[config.mk]
export PLATFORM = sky130hd
export DESIGN_NAME = alu_input_register_flat
export DESIGN_NICKNAME = d
export VERILOG_FILES = /design/src/rtl/alu_input_register_if.sv /design/src/rtl/alu_input_register.sv /design/src/flat_wrapper.sv
export SDC_FILE = /design/constraint.sdc
export NUM_CORES = 1
export LEC_CHECK = 0
export CAP_MARGIN = 20
export CORE_ASPECT_RATIO = 1.75
export CORE_MARGIN = 2
export CORE_UTILIZATION = 35
export CTS_CLUSTER_SIZE = 30
export DETAILED_ROUTE_END_ITERATION = 12
export PLACE_DENSITY = 0.69
export SYNTH_ARGS = -nofsm -noshare
export SYNTH_HDL_FRONTEND = slang
export SYNTH_SLANG_ARGS = --single-unit
[constraint.sdc]
create_clock -name clk -period 1.65 [get_ports clk]
set_clock_uncertainty 0.15 [all_clocks]
set_input_delay 0.495 -clock clk [delete_from_list [all_inputs] [get_ports clk]]
set_output_delay 0.495 -clock clk [all_outputs]
set_load 0.01 [all_outputs]
[src/rtl/alu_input_register_if.sv]
// ALU operand-capture bundle: bus inputs, load strobes, handshake, operands.
// Optional conflict_err signal when ALU_INPUT_CONFLICT_CHECK_EN is defined.
interface alu_input_register_if #(
    parameter int WIDTH = 8
);
    logic [WIDTH-1:0] sb;
    logic [WIDTH-1:0] db;
    logic [WIDTH-1:0] adl;
    logic             zero_add;
    logic             sb_add;
    logic             db_add;
    logic             ndb_add;
    logic             adl_add;
    logic             carry_in;
    logic             alu_ack;
    logic [WIDTH-1:0] a_out;
    logic [WIDTH-1:0] b_out;
    logic             cin_out;
    logic             operands_valid;
    logic             stale;
`ifdef ALU_INPUT_CONFLICT_CHECK_EN
    logic             conflict_err;

    modport master (
        output sb, db, adl, zero_add, sb_add, db_add, ndb_add, adl_add,
        output carry_in, alu_ack,
        input  a_out, b_out, cin_out, operands_valid, stale, conflict_err
    );
    modport slave (
        input  sb, db, adl, zero_add, sb_add, db_add, ndb_add, adl_add,
        input  carry_in, alu_ack,
        output a_out, b_out, cin_out, operands_valid, stale, conflict_err
    );
`else
    modport master (
        output sb, db, adl, zero_add, sb_add, db_add, ndb_add, adl_add,
        output carry_in, alu_ack,
        input  a_out, b_out, cin_out, operands_valid, stale
    );
    modport slave (
        input  sb, db, adl, zero_add, sb_add, db_add, ndb_add, adl_add,
        input  carry_in, alu_ack,
        output a_out, b_out, cin_out, operands_valid, stale
    );
`endif
endinterface

[src/rtl/alu_input_register.sv]
// ALU operand latch: samples A/B/carry from precharged buses, valid/ack out.
// Optional sticky select-conflict flag: define ALU_INPUT_CONFLICT_CHECK_EN.
module alu_input_register #(
    parameter int WIDTH    = 8,
    parameter int MAX_HOLD = 3
) (
    input logic                 clk,
    input logic                 reset_n,
    alu_input_register_if.slave bus
);
    localparam int CW = $clog2(MAX_HOLD + 2);
    localparam logic [CW-1:0] SAT  = CW'(MAX_HOLD + 1);
    localparam logic [CW-1:0] HOLD = CW'(MAX_HOLD);

    typedef enum logic [1:0] {
        IDLE,
        HAVE_A,
        HAVE_B,
        READY
    } state_t;

    state_t           state_q, state_d;
    logic [WIDTH-1:0] a_q, a_d;
    logic [WIDTH-1:0] b_q, b_d;
    logic             cin_q, cin_d;
    logic             valid_q, valid_d;
    logic             stale_q, stale_d;
    logic [CW-1:0]    cnt_q, cnt_d;
    logic [WIDTH-1:0] sb_r, db_r, adl_r, b_src;
    logic             load_a, load_b, ack_rdy;
    logic             has_a, has_b;

    // Precharged bus: undriven (z) or unknown bits read as 1.
    function automatic logic [WIDTH-1:0] resolve(input logic [WIDTH-1:0] v);
        logic [WIDTH-1:0] r;
        for (int i = 0; i < WIDTH; i++) begin
            r[i] = (v[i] === 1'b0) ? 1'b0 : 1'b1;
        end
        return r;
    endfunction

    // Operand selection, handshake FSM and hold counter next-state.
    always_comb begin
        sb_r    = resolve(bus.sb);
        db_r    = resolve(bus.db);
        adl_r   = resolve(bus.adl);
        load_a  = bus.zero_add | bus.sb_add;
        load_b  = bus.db_add | bus.ndb_add | bus.adl_add;
        ack_rdy = (state_q == READY) & bus.alu_ack;

        a_d = a_q;
        if (load_a) a_d = bus.zero_add ? '0 : sb_r;

        b_src = '1;
        if (bus.db_add)  b_src = b_src & db_r;
        if (bus.ndb_add) b_src = b_src & ~db_r;
        if (bus.adl_add) b_src = b_src & adl_r;
        b_d = load_b ? b_src : b_q;

        cin_d = (load_a | load_b) ? bus.carry_in : cin_q;

        has_a = ((state_q == HAVE_A) | (state_q == READY)) & ~ack_rdy;
        has_b = ((state_q == HAVE_B) | (state_q == READY)) & ~ack_rdy;
        has_a = has_a | load_a;
        has_b = has_b | load_b;

        state_d = IDLE;
        unique case ({has_a, has_b})
            2'b00: state_d = IDLE;
            2'b10: state_d = HAVE_A;
            2'b01: state_d = HAVE_B;
            2'b11: state_d = READY;
        endcase

        // Count includes the current READY cycle; fresh operands restart at 1.
        cnt_d = '0;
        if (state_d == READY) begin
            if (load_a | load_b)  cnt_d = CW'(1);
            else if (cnt_q < SAT) cnt_d = cnt_q + CW'(1);
            else                  cnt_d = cnt_q;
        end

        valid_d = (state_d == READY);
        stale_d = (cnt_d > HOLD);
    end

    // Operand, handshake and counter registers.
    always_ff @(posedge clk or negedge reset_n) begin
        if (!reset_n) begin
            state_q <= IDLE;
            a_q     <= '0;
            b_q     <= '0;
            cin_q   <= 1'b0;
            valid_q <= 1'b0;
            stale_q <= 1'b0;
            cnt_q   <= '0;
        end else begin
            state_q <= state_d;
            a_q     <= a_d;
            b_q     <= b_d;
            cin_q   <= cin_d;
            valid_q <= valid_d;
            stale_q <= stale_d;
            cnt_q   <= cnt_d;
        end
    end

    assign bus.a_out          = a_q;
    assign bus.b_out          = b_q;
    assign bus.cin_out        = cin_q;
    assign bus.operands_valid = valid_q;
    assign bus.stale          = stale_q;

`ifdef ALU_INPUT_CONFLICT_CHECK_EN
    logic conf_q, conf_d;
    logic multi_b;

    // Sticky flag for wired-AND B selects or A priority collisions.
    always_comb begin
        multi_b = (bus.db_add & bus.ndb_add) | (bus.db_add & bus.adl_add)
                | (bus.ndb_add & bus.adl_add);
        conf_d  = conf_q | multi_b | (bus.zero_add & bus.sb_add);
    end

    // Conflict register, cleared only by reset.
    always_ff @(posedge clk or negedge reset_n) begin
        if (!reset_n) conf_q <= 1'b0;
        else          conf_q <= conf_d;
    end

    assign bus.conflict_err = conf_q;
`endif
endmodule

[src/flat_wrapper.sv]
// flat-port wrapper written by rule: the top's interface ports become plain ports
module alu_input_register_flat 
#(
    parameter int WIDTH    = 8,
    parameter int MAX_HOLD = 3
)
  (clk, reset_n, bus_sb, bus_db, bus_adl, bus_zero_add, bus_sb_add, bus_db_add, bus_ndb_add, bus_adl_add, bus_carry_in, bus_alu_ack, bus_a_out, bus_b_out, bus_cin_out, bus_operands_valid, bus_stale);
  alu_input_register_if #(.WIDTH(WIDTH)) bus_i ();
  input logic clk;
  input logic reset_n;
  input wire logic [$bits(bus_i.sb)-1:0] bus_sb;
  input wire logic [$bits(bus_i.db)-1:0] bus_db;
  input wire logic [$bits(bus_i.adl)-1:0] bus_adl;
  input wire logic [$bits(bus_i.zero_add)-1:0] bus_zero_add;
  input wire logic [$bits(bus_i.sb_add)-1:0] bus_sb_add;
  input wire logic [$bits(bus_i.db_add)-1:0] bus_db_add;
  input wire logic [$bits(bus_i.ndb_add)-1:0] bus_ndb_add;
  input wire logic [$bits(bus_i.adl_add)-1:0] bus_adl_add;
  input wire logic [$bits(bus_i.carry_in)-1:0] bus_carry_in;
  input wire logic [$bits(bus_i.alu_ack)-1:0] bus_alu_ack;
  output wire logic [$bits(bus_i.a_out)-1:0] bus_a_out;
  output wire logic [$bits(bus_i.b_out)-1:0] bus_b_out;
  output wire logic [$bits(bus_i.cin_out)-1:0] bus_cin_out;
  output wire logic [$bits(bus_i.operands_valid)-1:0] bus_operands_valid;
  output wire logic [$bits(bus_i.stale)-1:0] bus_stale;
  assign bus_i.sb = bus_sb;
  assign bus_i.db = bus_db;
  assign bus_i.adl = bus_adl;
  assign bus_i.zero_add = bus_zero_add;
  assign bus_i.sb_add = bus_sb_add;
  assign bus_i.db_add = bus_db_add;
  assign bus_i.ndb_add = bus_ndb_add;
  assign bus_i.adl_add = bus_adl_add;
  assign bus_i.carry_in = bus_carry_in;
  assign bus_i.alu_ack = bus_alu_ack;
  assign bus_a_out = bus_i.a_out;
  assign bus_b_out = bus_i.b_out;
  assign bus_cin_out = bus_i.cin_out;
  assign bus_operands_valid = bus_i.operands_valid;
  assign bus_stale = bus_i.stale;
  alu_input_register #(.WIDTH(WIDTH), .MAX_HOLD(MAX_HOLD)) u_core (.clk(clk), .reset_n(reset_n), .bus(bus_i));
endmodule
=== Word-level counts from Yosys, hierarchy flattened ===
Cells that the tools add are included.

* Add/sub/neg operators: 1
* $lt $le $gt $ge: 2
* Eq/ne operators: 31
* Muxes and demuxes: 32
* Bitwise gates (word level): 15
* Reductions and logical operators: 1

{| class="wikitable"
|+ Operators with widths
! kind !! number
|-
| 2-to-1 mux 8 bit || 4
|-
| case equality test 1 bit, second input constant || 24
|-
| 2-to-1 mux 1 bit || 24
|-
| bitwise AND 8 bit || 2
|-
| equality test 2 bit, second input constant || 5
|-
| 2-to-1 mux 3 bit || 3
|-
| NOT 8 bit || 1
|-
| OR 1 bit || 8
|-
| one-hot mux 2 bit (4 select lines) || 1
|-
| equality test 2 x 1 -> 1 bit, second input constant || 2
|-
| adder 3 x 1 -> 3 bit, second input constant || 1
|-
| bitwise AND 1 bit || 3
|-
| greater-than comparator 3 x 2 -> 1 bit, second input constant || 1
|-
| < comparator 3 bit, second input constant || 1
|-
| zero test 2 bit || 1
|-
| NOT 1 bit || 1
|}

* Bits in registers: 24
* Bits of input ports: 33
* Word-level logic and storage cells: 89

=== Logic depth before layout (Yosys ltp) ===
* Depth after elaboration: 10
* Mapped depth: 6

=== Least setup slack after synthesis ===
OpenSTA, ideal clock, no wires.

* Path type: in2reg
* Start: input port bus_ndb_add
* End: register u_core.stale_q (netlist: u_core.bus.stale)
* Setup time: 72 ps
* Data arrival time: 1,706 ps
* Slack: -278 ps
* Cell stages on the path: 5
* Cells stage by stage: buf_6 -> or3_1 -> buf_2 -> or4_4 -> nor2_1

* Longest elaborated chain between the ends: 8
* Elaborated cells on any way between the ends: 13

{| class="wikitable"
|+ Ends and longest elaborated chain
! item !! line !! RTL
|-
| from (decl) || flat_wrapper.sv:17 || <nowiki>input wire logic [$bits(bus_i.ndb_add)-1:0] bus_ndb_add;</nowiki>
|-
| OR 1 bit * (2 in a row) || alu_input_register.sv:48 || <nowiki>load_b = bus.db_add | bus.ndb_add | bus.adl_add;</nowiki>
|-
| OR 1 bit || alu_input_register.sv:65 || <nowiki>has_b = has_b | load_b;</nowiki>
|-
| equality test 2 bit (tied with other cells) || alu_input_register.sv:68 || <nowiki>unique case ({has_a, has_b})</nowiki>
|-
| one-hot mux 2 bit (4 select lines) || alu_input_register.sv:68 ||
|-
| equality test 2 bit || alu_input_register.sv:77 || <nowiki>if (state_d == READY) begin</nowiki>
|-
| 2-to-1 mux 3 bit * || alu_input_register.sv:77 ||
|-
| greater-than comparator 3 x 2 -> 1 bit * || alu_input_register.sv:84 || <nowiki>stale_d = (cnt_d > HOLD);</nowiki>
|-
| net u_core.stale_d || alu_input_register.sv:27 || <nowiki>logic stale_q, stale_d;</nowiki>
|-
| to (signal assigned) || alu_input_register.sv:103 || <nowiki>stale_q <= stale_d;</nowiki>
|-
| to (decl) || alu_input_register.sv:27 ||
|}

Mark *: on every way through the listed nets, which the timed path passes. The rest lies on a longest branch.
A chain may end at the register's enable or synchronous reset.

=== Worst setup path in the final report ===
* Start: register u_core.b_q[3] (netlist: u_core.bus.b_out[3])
* End: output port bus_b_out[3]

{| class="wikitable"
|+ RTL lines
! item !! line !! RTL
|-
| from (decl) || alu_input_register.sv:24 || <nowiki>logic [WIDTH-1:0] b_q, b_d;</nowiki>
|-
| from (signal assigned) || alu_input_register.sv:92 || <nowiki>b_q <= '0;</nowiki>
|-
| from (signal assigned) || alu_input_register.sv:100 || <nowiki>b_q <= b_d;</nowiki>
|-
| to (decl) || flat_wrapper.sv:22 || <nowiki>output wire logic [$bits(bus_i.b_out)-1:0] bus_b_out;</nowiki>
|}

No word-level cell between the ends.

==> reports/summary.txt <==
Via Count - 928
endpoints failing setup - 0
WS Path Type - register to primary output
sequential fraction of the synthesis area - 0.585
Worst Reg2Reg Path Length in Cells - 3
RSZ-0062 raised after global routing - no
Critical path origin - u_core.bus.b_out[3]$_DFFE_PN0P_
cell area after synthesis - 0.00103 mm²
fin crit share - 0.961
post-synth top area cell - dfrtp_1
clock-pin slew on the worst setup and hold paths - 0.08 ns
CTS Sinks - 24
gr usage total - 0.162
# IOs - 52
CTS Buffer Depth - 2
crit path to - bus_b_out[3]
CTS Buf Count - 3
TritonCTS clock tree - yes
largest cells by area after synthesis - dfrtp_1, mux2i_1, nor2_1
#FFs+latches synth - 24
Post-CTS Hold Buffers - 0
Die Wd - 45.0 µm
min Tclk post-route - 1.59 ns
Critical Path Max Stage Delay - 0.39 ns
Worst Path Arrival - 0.94 ns
ANT nets after route - 0
VDD IR max - 575 µV
HP Start - u_core.bus.cin_out$_DFFE_PN0P_
Slowest-stage cell, CP - dfrtp_1
Yosys top cell area share - 0.585
antenna cells - 0
Pleak - 0.783 nW
Reg2Reg Capture Point - u_core.bus.stale$_DFF_PN0_
pin count of the biggest net entering global routing - 25
FMAX - 631 MHz
run status - finished clean
area of the multi-input gates - 412 µm²
Fill cells - 273
Worst-Skew Late Latency - 0.26 ns
met2 wire len - 1450 µm
Final nets - 187
wl on met1 - 713 µm
pre-CTS WS - -0.588 ns
Max Fanout on Critical Path - 2
Placement Cell Area - 0.00162 mm²
Synth cell types - 20
Worst EP required - 1.00 ns
WP depth - 1
Post-Layout Cell Count - 180
area grow syn2layout - 60.8%
DRC errors left - 0
Slew Limit Fails - 0
wire length on met3 - 236 µm
PortBufs - 51
cells after synthesis - 94
Least-Margin Pin Slew - 0.258 ns
vias in the first global route - 1005
site row count - 26
share of post-route cells with drive strength above 1 - 0.151
die height - 75.7 µm
Syn Area/Cell - 10.9 µm²
RePlAce Congestion - 0.777
Detail Placement HPWL - 2070 µm
max-cap violations - 0
r2r startpoint - u_core.state_q[1]$_DFF_PN0_
highest metal layer with signal wires - met4
wire per inst - 13.5 µm
final wirelength - 2430 µm
Storage cell area - 601 µm²
CP delay by family, top - flip-flops
Pwr Density - 775 mW/mm²
antenna violations before repair - 0
worst relative slew slack - 0.823
Final Hold Fails - 0
first-pass GRT wire length - 4100 µm
Core Area - 0.00286 mm²
most common cell after layout, fill and taps aside - clkdlybuf4s50_1
Min-Delay Path Class - register to register
reg2reg setup slack - 0.24 ns
Finished Cell Area - 0.00165 mm²
root buffer cell - clkbuf_8
crit-path cells - dlygate4sd2_1
vias per inst - 5.16
Congestion Overflow GR - 0
die outline area - 0.00340 mm²
Placed Cells - 176
initial core utilization - 0.359
most frequent cells in the layout - clkdlybuf4s50_1, dfrtp_1, dlygate4sd2_1
Syn. warnings - 0
Iter 0 DRT Violations - 7
Buf/Inv on CP - 1
H-Tree Depth - 1
CP Capture Type - primary output
Setup WS post-layout - 0.0648 ns
startpoint type of the worst setup path - register
number of iterations in the first detailed-routing pass - 3
Net Count, Synth - 128
synth_stat cells:
cell,count
clkbuf_1,2
or2_2,2
a21boi_0,1
inv_1,2
buf_1,1
dfrtp_1,24
mux2_2,1
o22ai_1,9
xnor2_1,1
a211oi_1,8
or4_4,1
or3_1,1
a21oi_1,2
ha_1,1
buf_2,1
nand2_1,3
buf_6,1
mux2i_1,9
nor2_1,23
a21o_1,1
worst min path at each step:
stage	end	slack, ns	depth (start not counted)
floorplan	u_core.bus.a_out[0]$_DFFE_PN0P_	0.05	0
global placement	u_core.bus.cin_out$_DFFE_PN0P_	0.34	1
detailed placement	u_core.bus.cin_out$_DFFE_PN0P_	0.34	1
CTS	u_core.bus.cin_out$_DFFE_PN0P_	0.36	1
global route	u_core.bus.cin_out$_DFFE_PN0P_	0.37	1
finish	u_core.bus.cin_out$_DFFE_PN0P_	0.35	1
layout make-up:
class                   count  share of cell area
clock buffers               4              0.0333
inverters                   2             0.00455
multi-input cells          63               0.249
flip-flops and latches     24               0.364
well taps                  28              0.0212
repair buffers             59               0.328
per-layer routing:
metal / up-vias / global-route usage
met5: - / 0
met2: 49 / 0.344
met3: 3 / 0.0379
met4: 0 / 0.0490
li1: 446 / -
met1: 430 / 0.132
repair_timing:
action	in CTS	in global routing
resized for setup	25	10
endpoints found under the setup margin	32	4
hold endpoints to repair	0	0
pin swaps	5	5
setup buffers	0	0
sequential cells by signal (all words and copies together) (netlist names):
signal	flops
u_core.bus.b_out	8
u_core.bus.operands_valid	1
u_core.bus.a_out	8
u_core.bus.stale	1
u_core.cnt_q	3
u_core.bus.cin_out	1
u_core.state_q	2
where the power goes:
| part | internal (mW) | total (mW) | switching [mW] | leakage [nW] |
|---|---|---|---|---|
| combinational | 0.145 | 0.250 | 0.104 | 0.458 |
| clock | 0.213 | 0.388 | 0.175 | 0.0288 |
| sequential | 0.624 | 0.642 | 0.0183 | 0.296 |
| total | 0.982 | 1.28 | 0.298 | 0.783 |
logic make-up after synthesis:
group	synth area share
and+or+nand+nor	0.124
DFF	0.585
AOI/OAI and AO/OA	0.138
muxes	0.0987
buffers and inverters	0.0341
xor gates and xnor gates	0.00853
adders and majority gates	0.0122
stage by stage:
step	hold WS [ns]	setup TNS [ns]	power, mW	utilization
finish	0.354	0	1.28	0.577
global placement	0.344	-5.96	0.928	0.566
CTS	0.356	0	1.30	0.576
floorplan	0.0494	-0.726	0.749	-
global route	0.374	0	1.35	0.577
detailed placement	0.342	-6.45	0.936	0.566
Power figures use the tool's default switching activity.
